### config.mk
export PLATFORM = sky130hd
export DESIGN_NAME = rd_word_packer
export DESIGN_NICKNAME = d
export VERILOG_FILES = /design/src/rtl/rd_word_packer.sv
export SDC_FILE = /design/constraint.sdc
export NUM_CORES = 1
export LEC_CHECK = 0
export CAP_MARGIN = 30
export CORE_MARGIN = 2
export CORE_UTILIZATION = 55
export CTS_CLUSTER_DIAMETER = 60
export CTS_CLUSTER_SIZE = 12
export DETAILED_ROUTE_END_ITERATION = 6
export GPL_TIMING_DRIVEN = 0
export PLACE_DENSITY = 0.85
export SYNTH_ARGS = -nofsm -noshare
export SYNTH_HDL_FRONTEND = slang
export SYNTH_SLANG_ARGS = --single-unit
### constraint.sdc
create_clock -name r_clk -period 6.3 [get_ports r_clk]
set_clock_uncertainty 0.1 [all_clocks]
set_input_delay 1.26 -clock r_clk [delete_from_list [all_inputs] [get_ports r_clk]]
set_output_delay 1.26 -clock r_clk [all_outputs]
set_load 0.02 [all_outputs]
### src/rtl/rd_word_packer.sv
// rd_word_packer
//   Read-domain consumer for the asynchronous FIFO. Pops bytes from a
//   first-word-fall-through read port and packs PACK consecutive bytes
//   into one wide word held in a valid/ready output register. The first
//   popped byte lands in lane 0 (LSBs).
//
//   Optional feature (compile-time macro RD_PACK_FLUSH_EN): a single-cycle
//   flush request emits the partially filled word with byte enables. Without
//   the macro the flush input is ignored and out_be is always all ones.
//
// Parameters
//   DATASIZE  lane width in bits (FIFO data width)
//   PACK      lanes per output word, 2..8
//   CNTW      width of the accepted-word counter
//
// Ports
//   r_clk      read-domain clock
//   r_rst      asynchronous active-high reset
//   rempty     FIFO empty flag
//   rdata      FIFO head data, valid while rempty=0
//   r_inc      pop strobe to the FIFO (combinational)
//   flush      request to emit a partial word (RD_PACK_FLUSH_EN only)
//   out_valid  output register holds a word
//   out_ready  consumer accepts the word when out_valid & out_ready
//   out_data   packed word
//   out_be     lane enables
//   words_out  count of accepted words, wraps
//   busy       partial lanes held, word held, or flush pending
module rd_word_packer #(
  parameter int DATASIZE = 8,
  parameter int PACK     = 4,
  parameter int CNTW     = 16
) (
  input  logic                     r_clk,
  input  logic                     r_rst,
  input  logic                     rempty,
  input  logic [DATASIZE-1:0]      rdata,
  output logic                     r_inc,
  input  logic                     flush,
  output logic                     out_valid,
  input  logic                     out_ready,
  output logic [DATASIZE*PACK-1:0] out_data,
  output logic [PACK-1:0]          out_be,
  output logic [CNTW-1:0]          words_out,
  output logic                     busy
);

  localparam int CW = $clog2(PACK);
  localparam logic [CW-1:0] LAST = CW'(PACK - 1);

  typedef enum logic {FILL, FLUSH_PEND} state_t;

  state_t                        r_state;
  logic [CW-1:0]                 r_cnt;
  logic [(PACK-1)*DATASIZE-1:0]  r_acc;

  logic                          w_flush_req;
  logic                          w_flush_pend;
  logic                          w_drain;
  logic                          w_room;
  logic                          w_last;
  logic [CW-1:0]                 w_cnt_nxt;
  logic [DATASIZE*PACK-1:0]      w_part_data;
  logic [PACK-1:0]               w_part_be;

`ifdef RD_PACK_FLUSH_EN
  assign w_flush_req = flush;
`else
  logic w_flush_unused;
  assign w_flush_unused = flush;
  assign w_flush_req    = 1'b0;
`endif

  assign w_flush_pend = (r_state == FLUSH_PEND);
  assign w_drain      = out_valid & out_ready;
  // The output register can take a new word if it is empty or draining now.
  assign w_room       = !out_valid | out_ready;
  assign w_last       = (r_cnt == LAST);

  // Only the lane that completes a word needs room in the output register.
  assign r_inc = !r_rst & !rempty & !w_flush_pend & (!w_last | w_room);

  // Lane count after this edge's pop; a flush that coincides with the pop
  // completing a word has nothing left to emit.
  always_comb begin
    w_cnt_nxt = r_cnt;
    if (r_inc) w_cnt_nxt = w_last ? '0 : r_cnt + CW'(1);
  end

  // Partial word: lanes at or above cnt may hold stale bytes, so zero them.
  always_comb begin
    w_part_data = '0;
    w_part_be   = '0;
    for (int i = 0; i < PACK - 1; i++) begin
      if (i < int'(r_cnt)) begin
        w_part_data[i*DATASIZE +: DATASIZE] = r_acc[i*DATASIZE +: DATASIZE];
        w_part_be[i]                        = 1'b1;
      end
    end
  end

  assign busy = (r_cnt != '0) | out_valid | w_flush_pend;

  always_ff @(posedge r_clk or posedge r_rst) begin
    if (r_rst) begin
      r_state   <= FILL;
      r_cnt     <= '0;
      r_acc     <= '0;
      out_valid <= 1'b0;
      out_data  <= '0;
      out_be    <= '0;
      words_out <= '0;
    end else begin
      if (w_drain) begin
        words_out <= words_out + CNTW'(1);
        // A reload below on the same edge overrides this clear.
        out_valid <= 1'b0;
      end
      case (r_state)
        FILL: begin
          if (r_inc) begin
            if (w_last) begin
              out_data  <= {rdata, r_acc};
              out_be    <= '1;
              out_valid <= 1'b1;
              r_cnt     <= '0;
            end else begin
              r_acc[r_cnt*DATASIZE +: DATASIZE] <= rdata;
              r_cnt <= r_cnt + CW'(1);
            end
          end
          if (w_flush_req && (w_cnt_nxt != '0)) r_state <= FLUSH_PEND;
        end
        FLUSH_PEND: begin
          if (w_room) begin
            if (r_cnt != '0) begin
              out_data  <= w_part_data;
              out_be    <= w_part_be;
              out_valid <= 1'b1;
            end
            r_cnt   <= '0;
            r_state <= FILL;
          end
        end
        default: r_state <= FILL;
      endcase
    end
  end

endmodule

# After elaboration in Yosys (flattened, before gate mapping)
# Index checks and enable logic that the tools add are counted.
[totals]
regBits = 80
latch_bits = 0
ramBits = 0
romBits = 0
word_cells = 68
mem_count = 0
[op_classes]
add_sub_neg = 3
mul = 0
n_div = 0
magnitude_cmp = 3
n_eq_ne = 5
shifts = 2
mux = 29
n_bitwise = 10
n_reduce_logical = 9
[ops]
columns = ["cell", "count"]
rows = [
  ["$mux 32", 4],
  ["$pmux 32 s2", 1],
  ["$neg 5->34", 1],
  ["$shift 8x34->24 const A", 1],
  ["$shiftx 8x34->24", 1],
  ["$bwmux 24", 1],
  ["$mux 8", 3],
  ["$add 16x1->16 const B", 1],
  ["$mux 4", 4],
  ["$mux 1", 9],
  ["$pmux 4 s2", 1],
  ["$mux 2", 3],
  ["$logic_not 1->1", 5],
  ["$and 1x1->1", 4],
  ["$lt 1x2->1 const A", 2],
  ["$ne 2x1->1 const B", 2],
  ["$ne 2x2->1 const B", 2],
  ["$or 1x1->1", 4],
  ["$pmux 1 s2", 2],
  ["$pmux 2 s2", 1],
  ["$reduce_and 4->1", 1],
  ["$reduce_and 3->1", 1],
  ["$add 2x1->2 const B", 1],
  ["$eq 2x2->1 const B", 1],
  ["other kinds (4)", 5],
]

# Logic depth before layout (Yosys ltp)
# Gate-level depths: netlist of the first run.
[depth]
ltp_word = 6
ltp_mapped = 8

# Worst setup path after synthesis of the first run
# OpenSTA, ideal clock, no wires.
[synth_path]
kind = "in2out"
from = "in out_ready"
to = "out r_inc"
arrival_ps = 2548
required_ps = 4940
setup_slack_ps = 2392
cell_stages = 2
n_path_buf = 0
cell_sequence = "nor2b_1 > a2111oi_0"
[synth_via]
elab_chain_len = 3
[synth_rtl]
columns = ["item", "line", "source"]
rows = [
  ["start: declaration", "41", "input logic out_ready,"],
  ["$or 1x1->1", "77", "assign w_room = !out_valid | out_ready;"],
  ["$or 1x1->1", "81", "assign r_inc = !r_rst & !rempty & !w_flush_pend & (!w_last | w_room);"],
  ["$and 1x1->1", "81", ""],
  ["end: declaration", "38", "output logic r_inc,"],
]
# No other way between the ends.

# Worst setup path in the final report of the first run
# Ends and elaborated chain as after synthesis.

==> results of run 1 <==
[power groups by stage]
stage | logic, mW | clock network (mW) | registers (mW)
finish | 0.532 | 0.417 | 0.722
global route | 0.579 | 0.440 | 0.737
CTS | 0.537 | 0.422 | 0.721
detailed placement | 0.533 | 0 | 0.731
global placement | 0.515 | 0 | 0.723
floorplan | 0.196 | 0 | 0.818
[cell usage after synthesis]
cell	n
sky130_fd_sc_hd__nand2_1	95
sky130_fd_sc_hd__dfrtp_1	80
sky130_fd_sc_hd__o21ai_0	41
sky130_fd_sc_hd__a22o_1	17
sky130_fd_sc_hd__xnor2_1	11
sky130_fd_sc_hd__nor2_1	9
sky130_fd_sc_hd__clkbuf_1	7
sky130_fd_sc_hd__ha_1	7
sky130_fd_sc_hd__inv_1	5
sky130_fd_sc_hd__nand2b_1	4
sky130_fd_sc_hd__nand4_1	4
sky130_fd_sc_hd__xor2_1	4
sky130_fd_sc_hd__buf_2	3
sky130_fd_sc_hd__mux2_2	3
sky130_fd_sc_hd__nor4_4	3
sky130_fd_sc_hd__nand2_2	2
sky130_fd_sc_hd__nand3_1	2
sky130_fd_sc_hd__nor2b_1	2
sky130_fd_sc_hd__o22ai_1	2
sky130_fd_sc_hd__or2_2	2
sky130_fd_sc_hd__a2111oi_0	1
sky130_fd_sc_hd__and3_1	1
sky130_fd_sc_hd__buf_1	1
sky130_fd_sc_hd__clkinv_1	1
sky130_fd_sc_hd__nand3b_1	1
sky130_fd_sc_hd__nor4_1	1
sky130_fd_sc_hd__nor4b_1	1
sky130_fd_sc_hd__nor4bb_1	1
sky130_fd_sc_hd__or3_1	1
sky130_fd_sc_hd__or4_1	1
[metal layers]
| metal | up-vias | GRT usage [%] | wire, um |
|---|---|---|---|
| met5 | - | 0 | 0 |
| met4 | 0 | 10.8 | 141 |
| met3 | 14 | 4.51 | 271 |
| met2 | 61 | 37.1 | 3550 |
| met1 | 1235 | 32.1 | 3190 |
| li1 | 1212 | - | - |
[final cells by class]
type,instances,area share (%)
inverters,6,0.581
repair buffers,67,16.0
plain buffers,11,1.05
clock buffers,11,3.28
multi-input cells,216,28.6
well taps,75,2.18
clock inverters,5,1.86
flip-flops and latches,80,46.5
[worst paths after layout]
| path | from | endpoint |
|---|---|---|
| max in group asynchronous | r_rst | out_data[3] |
| min in group asynchronous | r_rst | words_out[3] |
| worst max register to register | r_cnt[0] | out_data[21] |
| worst min register to register | out_be[0] | out_be[0] |
| worst min-delay path | out_be[0] | out_be[0] |
| worst max-delay path | out_ready | r_inc |
[flip-flops by register name, summed over array words and instances, names as in the netlist]
signal and flops:
out_data 32, out_be 4, words_out 16, r_cnt 2
out_valid 1, r_state 1, r_acc 24
[stage by stage]
stage          setup slack [ns]  hold WS [ns]  util [%]
2_1_floorplan              2.39         0.350         -
3_3_place_gp               1.59         0.348      69.3
3_5_place_dp               1.60         0.356      69.8
4_1_cts                    1.57         0.379      73.6
5_1_grt                    1.43         0.389      73.6
6_report                   1.54         0.377      73.6
[kinds of logic (layout without fill, tap and decap cells)]
kind of cell,Yosys count,count (layout),synth area share (%)
AOI/OAI and AO/OA,61,61,11.4
xor gates and xnor gates,15,15,3.98
adders and majority gates,7,7,2.65
buffers and inverters,17,100,2.05
DFF,80,80,60.6
muxes,3,3,1.02
and+or+nand+nor,130,130,18.3
==> out/summary.log, run 1 <==
[timing] relative slew slack 42.4%
[route] total length of routed wires 7.15 mm
[synthesis] area share of the largest cell type after synthesis 60.6%
[timing] highest attainable clock frequency 210 MHz
[critical_path] CP max stage delay 0.76 ns
[place] Cell Area, Placed 0.00409 sq mm
[pwr] portion of total power attributed to combinational logic 31.8%
[route] total via count in the routed design 2522
[floorplanning] initial standard-cell utilization of the core 56.4%
[synthesis] cell area after technology mapping 0.00330 sq mm
[min_path] worst min-delay path class flop to flop
[timing] Worst Max-Slew Pin Slew 0.842 ns
[synthesis] Post-Syn Instances 313
[pwr] power density over the cells 388 mW/mm^2
[route] average wire per standard cell 15.2 um
[pwr] Pwr Total 1.67 mW
[synthesis] largest cells by area after synthesis sky130_fd_sc_hd__dfrtp_1 61%, sky130_fd_sc_hd__nand2_1 11%, sky130_fd_sc_hd__o21ai_0 6.2%, sky130_fd_sc_hd__a22o_1 4.5%, sky130_fd_sc_hd__xnor2_1 2.9%
[clocking] clock tree from TritonCTS done
[global_routing] via count of the first global-routing pass 2361
[pwr] clock share of power 25.0%
[critical_path] worst reg-to-reg setup slack 3.69 ns
[global_routing] first-pass GRT wire length 11.7 mm
[global_routing] largest net degree at the start of global routing 71
[route] remaining antenna violation count 0
[timing] final critical path time including I/O delays and setup 4.76 ns
[synthesis] Synth Area per Inst 10.5 sq um
[final_layout] area of the multi-input gates 0.00123 sq mm
[final_layout] area of all sequential standard cells 0.00200 sq mm
[synthesis] share of synthesized area occupied by flip-flops and latches 60.6%
[pwr] switching power total 0.551 mW
[critical_path] type of element capturing the critical path output port
[critical_path] type of element launching the critical path primary input
[synthesis] number of warnings issued by yosys 0
[synthesis] number of storage elements in the synthesis netlist 80
[place] estimated wirelength of the detail-placed design 5.05 mm
[place] input/output buffers 66
[route] Residual DRC 0
[clocking] total clock sinks 80
[final_layout] ratio of cells with drive above 1 in the final layout 7.58%
[floorplanning] core footprint 0.00585 sq mm
[critical_path] Max FO, Critical Path 5
[clocking] buffers inserted during post-CTS setup optimization 0
[clocking] clock buffer count from CTS 9
[timing] max-slew violation total from the final report 0
[pwr] maximum vdd drop 0.252 mV
[final_layout] final instance count without filler cells 471
[critical_path] logic depth of the worst register-to-register path 8
[final_layout] Area Growth Syn to Fin 30.5%
[timing] post-route clock period utilization 75.6%
[final_layout] n_diodes 0
[clocking] clock slew at the register clock pins of the worst setup and hold paths 0.08 ns
[final_layout] commonest non-fill, non-tap cell in the layout sky130_fd_sc_hd__nand2_1
[synthesis] nets in the synthesized netlist 333
[final_layout] fin area 0.00431 sq mm
[critical_path] number of logic stages on the critical path including buffering 4
[final_layout] number of nets in the layout 411
[final_layout] most frequent cells in the layout 95 x sky130_fd_sc_hd__nand2_1, 80 x sky130_fd_sc_hd__dfrtp_1, 66 x sky130_fd_sc_hd__clkdlybuf4s50_1, 41 x sky130_fd_sc_hd__o21ai_0, 17 x sky130_fd_sc_hd__a22o_1
[timing] final number of hold-violating endpoints 0
[critical_path] WS Path Type primary input to output port
[timing] unrepaired setup endpoints after global routing false
[critical_path] cell class contributing the biggest share of worst-path delay buffers and inverters
[clocking] number of hold buffers added after CTS 0
[clocking] Clock Root Buffer sky130_fd_sc_hd__clkbuf_8
[critical_path] Data arrival, critical path 3.40 ns
[place] Final GP Congestion 0.771
[route] iteration-0 DRC count of the detailed router 138
[critical_path] Critical Path, Cell by Cell clkdlybuf4s50_1, nor2b_1, a2111oi_0, clkdlybuf4s50_1
[clocking] number of cells upsized or downsized after cts 0
[route] number of optimization iterations in the first detailed-route pass 4
[critical_path] Top cell by count, worst path sky130_fd_sc_hd__clkdlybuf4s50_1
[floorplanning] number of I/O pins 68
[global_routing] overflow left after global routing 0
[global_routing] combined global-route utilization of all metal layers 23.7%
[pwr] leakage power 1.88 nW
[synthesis] Cell variety after synth 30
[critical_path] number of buffer and inverter stages on the critical path 2
[global_routing] antenna violations before repair 0
[floorplanning] row count 28
[clocking] clk buf depth 2
[min_path] instance count along the most critical hold path 1
[pwr] switching portion of total power 33.0%
[floorplanning] die span in y 81.5 um
[critical_path] data required time at the worst endpoint 4.94 ns
[flow_run] max-cap viol count 0
[synthesis] cell taking the most area after synthesis sky130_fd_sc_hd__dfrtp_1
[timing] Post-Route Setup TNS 0 ns
[pwr] relative contribution of sequential cells to total power 43.2%
[critical_path] worst-path cell with the longest stage delay sky130_fd_sc_hd__a2111oi_0
[floorplanning] die boundary width 81.5 um
[floorplanning] total die area 0.00664 sq mm
[pwr] Internal Dissipation 1.12 mW
[outcome] outcome finished clean
[final_layout] fillcell total 420
[route] vias per cell 5.35
[timing] Final setup violation count 0
[clocking] clock network latency to the later pin of the worst-skew pair 0.35 ns
[clocking] number of levels the H-tree was split into 3
[place] Placed Instances 455
(Power assumes the default switching activity.)
==> run 2, diff against run 1 <==
CORE_UTILIZATION = 51   (was 55)
PLACE_DENSITY = 0.8   (was 0.85)
clock period = 4.5 ns   (was 6.3 ns; I/O delays follow)
==> run 2 against run 1 <==
Final area decreased by 0.12%. Non-clock buffer count unchanged. Setup slack got worse by 1.1 ns. Critical endpoint unchanged.
==> out/summary.log, run 2 (synthesis gave the netlist of run 1 again) <==
[outcome] outcome finished clean
[critical_path] Max FO, Critical Path 5 [unchanged]
[floorplanning] row count 29 [+3.6%]
[route] remaining antenna violation count 0 [unchanged]
[global_routing] GR met2 Demand/Resource 31.8% [-5.3 points]
[timing] max-slew violation total from the final report 0 [unchanged]
[global_routing] via count of the first global-routing pass 2473 [+4.7%]
[route] total length of routed wires 7.03 mm [-1.7%]
[final_layout] final instance count without filler cells 473 [+0.42%]
[clocking] number of levels the H-tree was split into 3 [unchanged]
[timing] Worst Max-Slew Pin Slew 0.819 ns [-0.0227 ns]
[clocking] clock network latency to the later pin of the worst-skew pair 0.35 ns [about the same]
[route] total via count in the routed design 2463 [-2.3%]
[clocking] total clock sinks 80 [unchanged]
[critical_path] type of element launching the critical path primary input
[global_routing] met1 layer usage reported by global route 30.0% [-2.1 points]
[pwr] power density over the cells 540 mW/mm^2 [+39%]
[pwr] maximum vdd drop 0.310 mV [+23%]
[floorplanning] die boundary width 84.5 um [+3.7%]
[route] number of optimization iterations in the first detailed-route pass 4 [unchanged]
[route] Residual DRC 0 [unchanged]
[clocking] buffers inserted during post-CTS setup optimization 0 [unchanged]
[clocking] clock buffer count from CTS 9 [unchanged]
[place] Final GP Congestion 0.812 [+5.3%]
[clocking] clock slew at the register clock pins of the worst setup and hold paths 0.07 ns [about the same]
[route] iteration-0 DRC count of the detailed router 153 [+11%]
[timing] worst slack on hold paths 0.367 ns [-0.0107 ns]
[final_layout] ratio of cells with drive above 1 in the final layout 7.58% [unchanged]
[final_layout] registers with the most flip-flops out_data (32), r_acc (24), words_out (16)
[clocking] number of cells upsized or downsized after cts 0 [unchanged]
[final_layout] Area Growth Syn to Fin 30.3%
[critical_path] data required time at the worst endpoint 3.50 ns [-1.44 ns]
[place] input/output buffers 66 [unchanged]
[pwr] leakage power 1.88 nW [-0.17%]
[timing] highest attainable clock frequency 248 MHz
[global_routing] overflow left after global routing 0 [unchanged]
[timing] PnR worst setup slack 0.467 ns [-1.07 ns]
[global_routing] first-pass GRT wire length 12.0 mm [+3.2%]
[global_routing] GR Util met3 3.64% [-0.87 points]
[final_layout] register bank with the most flops out_data
[critical_path] Data arrival, critical path 3.03 ns [-0.37 ns]
[timing] Post-Route Setup TNS 0 ns [unchanged]
[route] vias per cell 5.21 [-2.8%]
[place] Placed Instances 457 [+0.44%]
[route] average wire per standard cell 14.9 um [-2.2%]
[global_routing] antenna violations before repair 0 [unchanged]
[min_path] worst min-delay path class flop to flop
[critical_path] Top cell by count, worst path sky130_fd_sc_hd__clkdlybuf4s50_1
[timing] final critical path time including I/O delays and setup 4.03 ns
[timing] relative slew slack 44.0% [+1.6 points]
[final_layout] n_diodes 0 [unchanged]
[clocking] clock tree from TritonCTS done
[floorplanning] die span in y 84.5 um [+3.7%]
[place] post-place setup slack 0.533 ns [-1.07 ns]
[final_layout] most frequent cells in the layout 95 x sky130_fd_sc_hd__nand2_1, 80 x sky130_fd_sc_hd__dfrtp_1, 66 x sky130_fd_sc_hd__clkdlybuf4s50_1, 41 x sky130_fd_sc_hd__o21ai_0, 17 x sky130_fd_sc_hd__a22o_1
[final_layout] fillcell total 489 [+16%]
[global_routing] GRT Max-Usage Layer met2
[final_layout] flip-flop count of the largest register, all copies and words added 32 [unchanged]
[critical_path] cell class contributing the biggest share of worst-path delay buffers and inverters
[global_routing] largest net degree at the start of global routing 46 [-35%]
[floorplanning] number of I/O pins 68 [unchanged]
[critical_path] CP max stage delay 0.76 ns [about the same]
[final_layout] number of nets in the layout 411 [unchanged]
[floorplanning] total die area 0.00713 sq mm [+7.5%]
[final_layout] fin area 0.00430 sq mm [-0.12%]
[critical_path] number of buffer and inverter stages on the critical path 2 [unchanged]
[critical_path] worst-path cell with the longest stage delay sky130_fd_sc_hd__a2111oi_0
[clocking] number of hold buffers added after CTS 0 [unchanged]
[clocking] Clock Root Buffer sky130_fd_sc_hd__clkbuf_8
[timing] post-route clock period utilization 89.6%
[floorplanning] initial standard-cell utilization of the core 52.3% [-4.1 points]
[floorplanning] core footprint 0.00631 sq mm [+7.9%]
[timing] Final setup violation count 0 [unchanged]
[critical_path] type of element capturing the critical path output port
[timing] final number of hold-violating endpoints 0 [unchanged]
[critical_path] Critical Path, Cell by Cell clkdlybuf4s50_1, nor2b_1, a2111oi_0, clkdlybuf4s50_1
[global_routing] combined global-route utilization of all metal layers 21.6% [-2.0 points]
[timing] unrepaired setup endpoints after global routing false
[place] Cell Area, Placed 0.00408 sq mm [-0.12%]
[clocking] clk buf depth 2 [unchanged]
[flow_run] max-cap viol count 0 [unchanged]
[place] estimated wirelength of the detail-placed design 5.00 mm [-1.1%]
[critical_path] WS Path Type primary input to output port
[final_layout] commonest non-fill, non-tap cell in the layout sky130_fd_sc_hd__nand2_1
-- run 2: path summary, 6_finish.rpt --
| kind | start | endpoint | slack (ns) | depth (start not counted) |
|---|---|---|---|---|
| worst max-delay path | out_ready | r_inc | 0.47 | 4 |
| worst min register to register | out_be[0] | out_be[0] | 0.37 | 1 |
| min in group asynchronous | r_rst | out_data[1] | 0.96 | 2 |
| max in group asynchronous | r_rst | out_data[18] | 2.75 | 3 |
| worst max register to register | r_cnt[0] | out_data[27] | 1.97 | 8 |
| worst min-delay path | out_be[0] | out_be[0] | 0.37 | 1 |
-- run 2: report_power, final --
| group | total, mW | internal (mW) | switching (mW) |
|---|---|---|---|
| logic | 0.734 | 0.344 | 0.390 |
| registers | 1.01 | 0.894 | 0.114 |
| clock network | 0.582 | 0.327 | 0.255 |
| total | 2.32 | 1.57 | 0.760 |
-- run 2: per-stage QoR --
step / power (mW) / utilization, %
3_5_place_dp: 1.77 / 64.6
4_1_cts: 2.35 / 68.2
6_report: 2.32 / 68.2
5_1_grt: 2.46 / 68.2
2_1_floorplan: 1.42 / -
3_3_place_gp: 1.74 / 64.3
-- run 2: layout make-up --
class                           count  area (sq um)  area share, %
Timing Repair Buffer               67           681           15.8
Clock inverter                      5          80.1           1.86
Multi-Input combinational cell    216          1230           28.6
Clock buffer                       11           141           3.29
Buffer                             11          45.0           1.05
Sequential cell                    80          2000           46.5
Inverter                            6          25.0          0.582
Tap cell                           77          96.3           2.24
-- run 2: layer usage --
| metal | vias up | wire, um | part of all wire [%] |
|---|---|---|---|
| met5 | - | 0 | 0 |
| met4 | 0 | 269 | 3.8 |
| met2 | 60 | 3350 | 48 |
| li1 | 1209 | - | - |
| met3 | 21 | 307 | 4.4 |
| met1 | 1173 | 3100 | 44 |
==> run 3, diff against run 2 <==
CORE_ASPECT_RATIO = 0.9   (was default)
HOLD_SLACK_MARGIN = 0.1   (was default)
==> run 3 against run 2 <==
Global-route usage up 2.3 points. Routed wire length up 5.9%. Final cell count up 2.1%. Register-to-register slack got worse by 0.14 ns. Sequential share of layout area down 0.20 points. Die area about the same. Setup slack improved by 0.058 ns. Sequential power is essentially flat. Fmax grew 1.4%. Final area up 0.44%. Critical path type unchanged.
==> out/summary.log, run 3 (synthesis gave the netlist of run 1 again) <==
[outcome] outcome finished clean
[place] Cell Area, Placed 0.00410 sq mm [+0.49%]
[final_layout] n_diodes 0 [unchanged]
[global_routing] combined global-route utilization of all metal layers 23.9% [+2.3 points]
[route] total length of routed wires 7.44 mm [+5.9%]
[global_routing] first-pass GRT wire length 12.6 mm [+5.0%]
[timing] max-slew violation total from the final report 0 [unchanged]
[final_layout] fin area 0.00432 sq mm [+0.44%]
[floorplanning] die span in y 80.3 um [-4.9%]
[pwr] Pwr Total 2.34 mW [+0.53%]
[critical_path] data required time at the worst endpoint 3.50 ns [about the same]
[min_path] instance count along the most critical hold path 1 [unchanged]
[timing] relative slew slack 48.1% [+4.1 points]
[floorplanning] core footprint 0.00618 sq mm [-2.1%]
[min_path] launch point of the worst hold path words_out[15]
[final_layout] Area Growth Syn to Fin 30.9%
[floorplanning] number of I/O pins 68 [unchanged]
[place] Placed Instances 467 [+2.2%]
[pwr] power density over the cells 541 mW/mm^2 [about the same]
[place] post-place setup slack 0.578 ns [+0.0453 ns]
[place] Final GP Congestion 0.812 [about the same]
[clocking] Clock Root Buffer sky130_fd_sc_hd__clkbuf_8
[clocking] clock buffer count from CTS 9 [unchanged]
[final_layout] flip-flop count of the largest register, all copies and words added 32 [unchanged]
[final_layout] core utilization of the finished layout 69.9% [+1.8 points]
[min_path] Hold Path Sink words_out[15]
[critical_path] WS Path Type primary input to output port
[timing] Post-Route Setup TNS 0 ns [unchanged]
[final_layout] most frequent cells in the layout 95 x sky130_fd_sc_hd__nand2_1, 80 x sky130_fd_sc_hd__dfrtp_1, 66 x sky130_fd_sc_hd__clkdlybuf4s50_1, 41 x sky130_fd_sc_hd__o21ai_0, 17 x sky130_fd_sc_hd__a22o_1
[clocking] clock slew at the register clock pins of the worst setup and hold paths 0.08 ns [about the same]
[critical_path] worst reg-to-reg setup slack 1.83 ns [-0.14 ns]
[timing] Worst Max-Slew Pin Slew 0.759 ns [-0.0605 ns]
[timing] unrepaired setup endpoints after global routing false
[timing] highest attainable clock frequency 252 MHz [+1.4%]
[place] estimated wirelength of the detail-placed design 5.17 mm [+3.4%]
[route] iteration-0 DRC count of the detailed router 192 [+25%]
[route] average wire per standard cell 15.4 um [+3.7%]
[clocking] number of hold buffers added after CTS 0 [unchanged]
[final_layout] final instance count without filler cells 483 [+2.1%]
[timing] final number of hold-violating endpoints 0 [unchanged]
[route] number of optimization iterations in the first detailed-route pass 4 [unchanged]
[clocking] clock network latency to the later pin of the worst-skew pair 0.35 ns [about the same]
[floorplanning] initial standard-cell utilization of the core 53.4% [+1.1 points]
[final_layout] number of nets in the layout 411 [unchanged]
[critical_path] Data arrival, critical path 2.98 ns [-0.05 ns]
[critical_path] worst flop-to-flop path endpoint out_data[23]
[clocking] total clock sinks 80 [unchanged]
[critical_path] type of element launching the critical path primary input
[timing] PnR worst setup slack 0.525 ns [+0.0576 ns]
[global_routing] via count of the first global-routing pass 2567 [+3.8%]
[final_layout] register bank with the most flops out_data
[route] total via count in the routed design 2581 [+4.8%]
[floorplanning] total die area 0.00713 sq mm [about the same]
[timing] worst slack on hold paths 0.371 ns [+0.00400 ns]
[critical_path] Max FO, Critical Path 5 [unchanged]
[global_routing] largest net degree at the start of global routing 72 [+57%]
[place] input/output buffers 66 [unchanged]
[pwr] maximum vdd drop 0.240 mV [-23%]
[critical_path] logic depth of the worst register-to-register path 8 [unchanged]
[critical_path] worst flop-to-flop path startpoint r_cnt[0]
[timing] post-route clock period utilization 88.3% [-1.3 points]
[route] vias per cell 5.34 [+2.6%]
[global_routing] overflow left after global routing 0 [unchanged]
[clocking] clock tree from TritonCTS done
[min_path] worst min-delay path class flop to flop
[floorplanning] die boundary width 88.8 um [+5.2%]
[critical_path] type of element capturing the critical path output port
[pwr] leakage power 1.88 nW [about the same]
[floorplanning] row count 27 [-6.9%]
[clocking] number of levels the H-tree was split into 3 [unchanged]
[route] Residual DRC 0 [unchanged]
[global_routing] antenna violations before repair 0 [unchanged]
[clocking] buffers inserted during post-CTS setup optimization 0 [unchanged]
[final_layout] registers with the most flip-flops out_data (32), r_acc (24), words_out (16)
[clocking] clk buf depth 2 [unchanged]
[final_layout] ratio of cells with drive above 1 in the final layout 7.83% [+0.25 points]
[clocking] number of cells upsized or downsized after cts 0 [unchanged]
[timing] final critical path time including I/O delays and setup 3.98 ns [-0.0576 ns]
[flow_run] max-cap viol count 0 [unchanged]
[final_layout] commonest non-fill, non-tap cell in the layout sky130_fd_sc_hd__nand2_1
[timing] Final setup violation count 0 [unchanged]
[route] remaining antenna violation count 0 [unchanged]
run 3: cell count changes in the layout (fill, tap and decap cells not counted):
cell,previous run,this run
sky130_fd_sc_hd__clkinv_4,0,1
sky130_fd_sc_hd__clkbuf_1,8,7
sky130_fd_sc_hd__buf_16,0,1
sky130_fd_sc_hd__clkinvlp_4,2,3
sky130_fd_sc_hd__clkbuf_8,10,9
sky130_fd_sc_hd__buf_12,1,0
run 3: layout make-up:
class | count | area [sq um]
repair buffers | 67 | 688
flip-flops and latches | 80 | 2000
inverters | 6 | 25.0
fillers | 471 | 1860
clock inverters | 7 | 96.3
well taps | 87 | 109
multi-input cells | 216 | 1230
plain buffers | 11 | 45.0
clock buffers | 9 | 124
run 3: layer usage:
metal | wire length [um] | global-route usage (%)
met3 | 307 | 3.70
met5 | 0 | 0
met1 | 3310 | 33.4
met2 | 3660 | 36.6
met4 | 161 | 11.1
run 3: report_power, final:
group          switching (mW)  leakage, nW  internal (mW)
registers               0.115         1.08          0.894
clock network           0.267        0.101          0.312
logic                   0.403        0.699          0.346
total                   0.786         1.88           1.55
run 3: how the worst max path moves through the flow:
stage | from | to | cells after the start
2_1_floorplan | out_ready | r_inc | 2
3_3_place_gp | r_rst | out_data[11] | 2
3_5_place_dp | out_ready | r_inc | 4
4_1_cts | out_ready | r_inc | 4
5_1_grt | out_ready | r_inc | 4
6_report | out_ready | r_inc | 4
run 3: critical path: stages:
cell and delay, ns:
sky130_fd_sc_hd__clkdlybuf4s50_1 0.55, sky130_fd_sc_hd__nor2b_1 0.08, sky130_fd_sc_hd__a2111oi_0 0.70, sky130_fd_sc_hd__clkdlybuf4s50_1 0.74
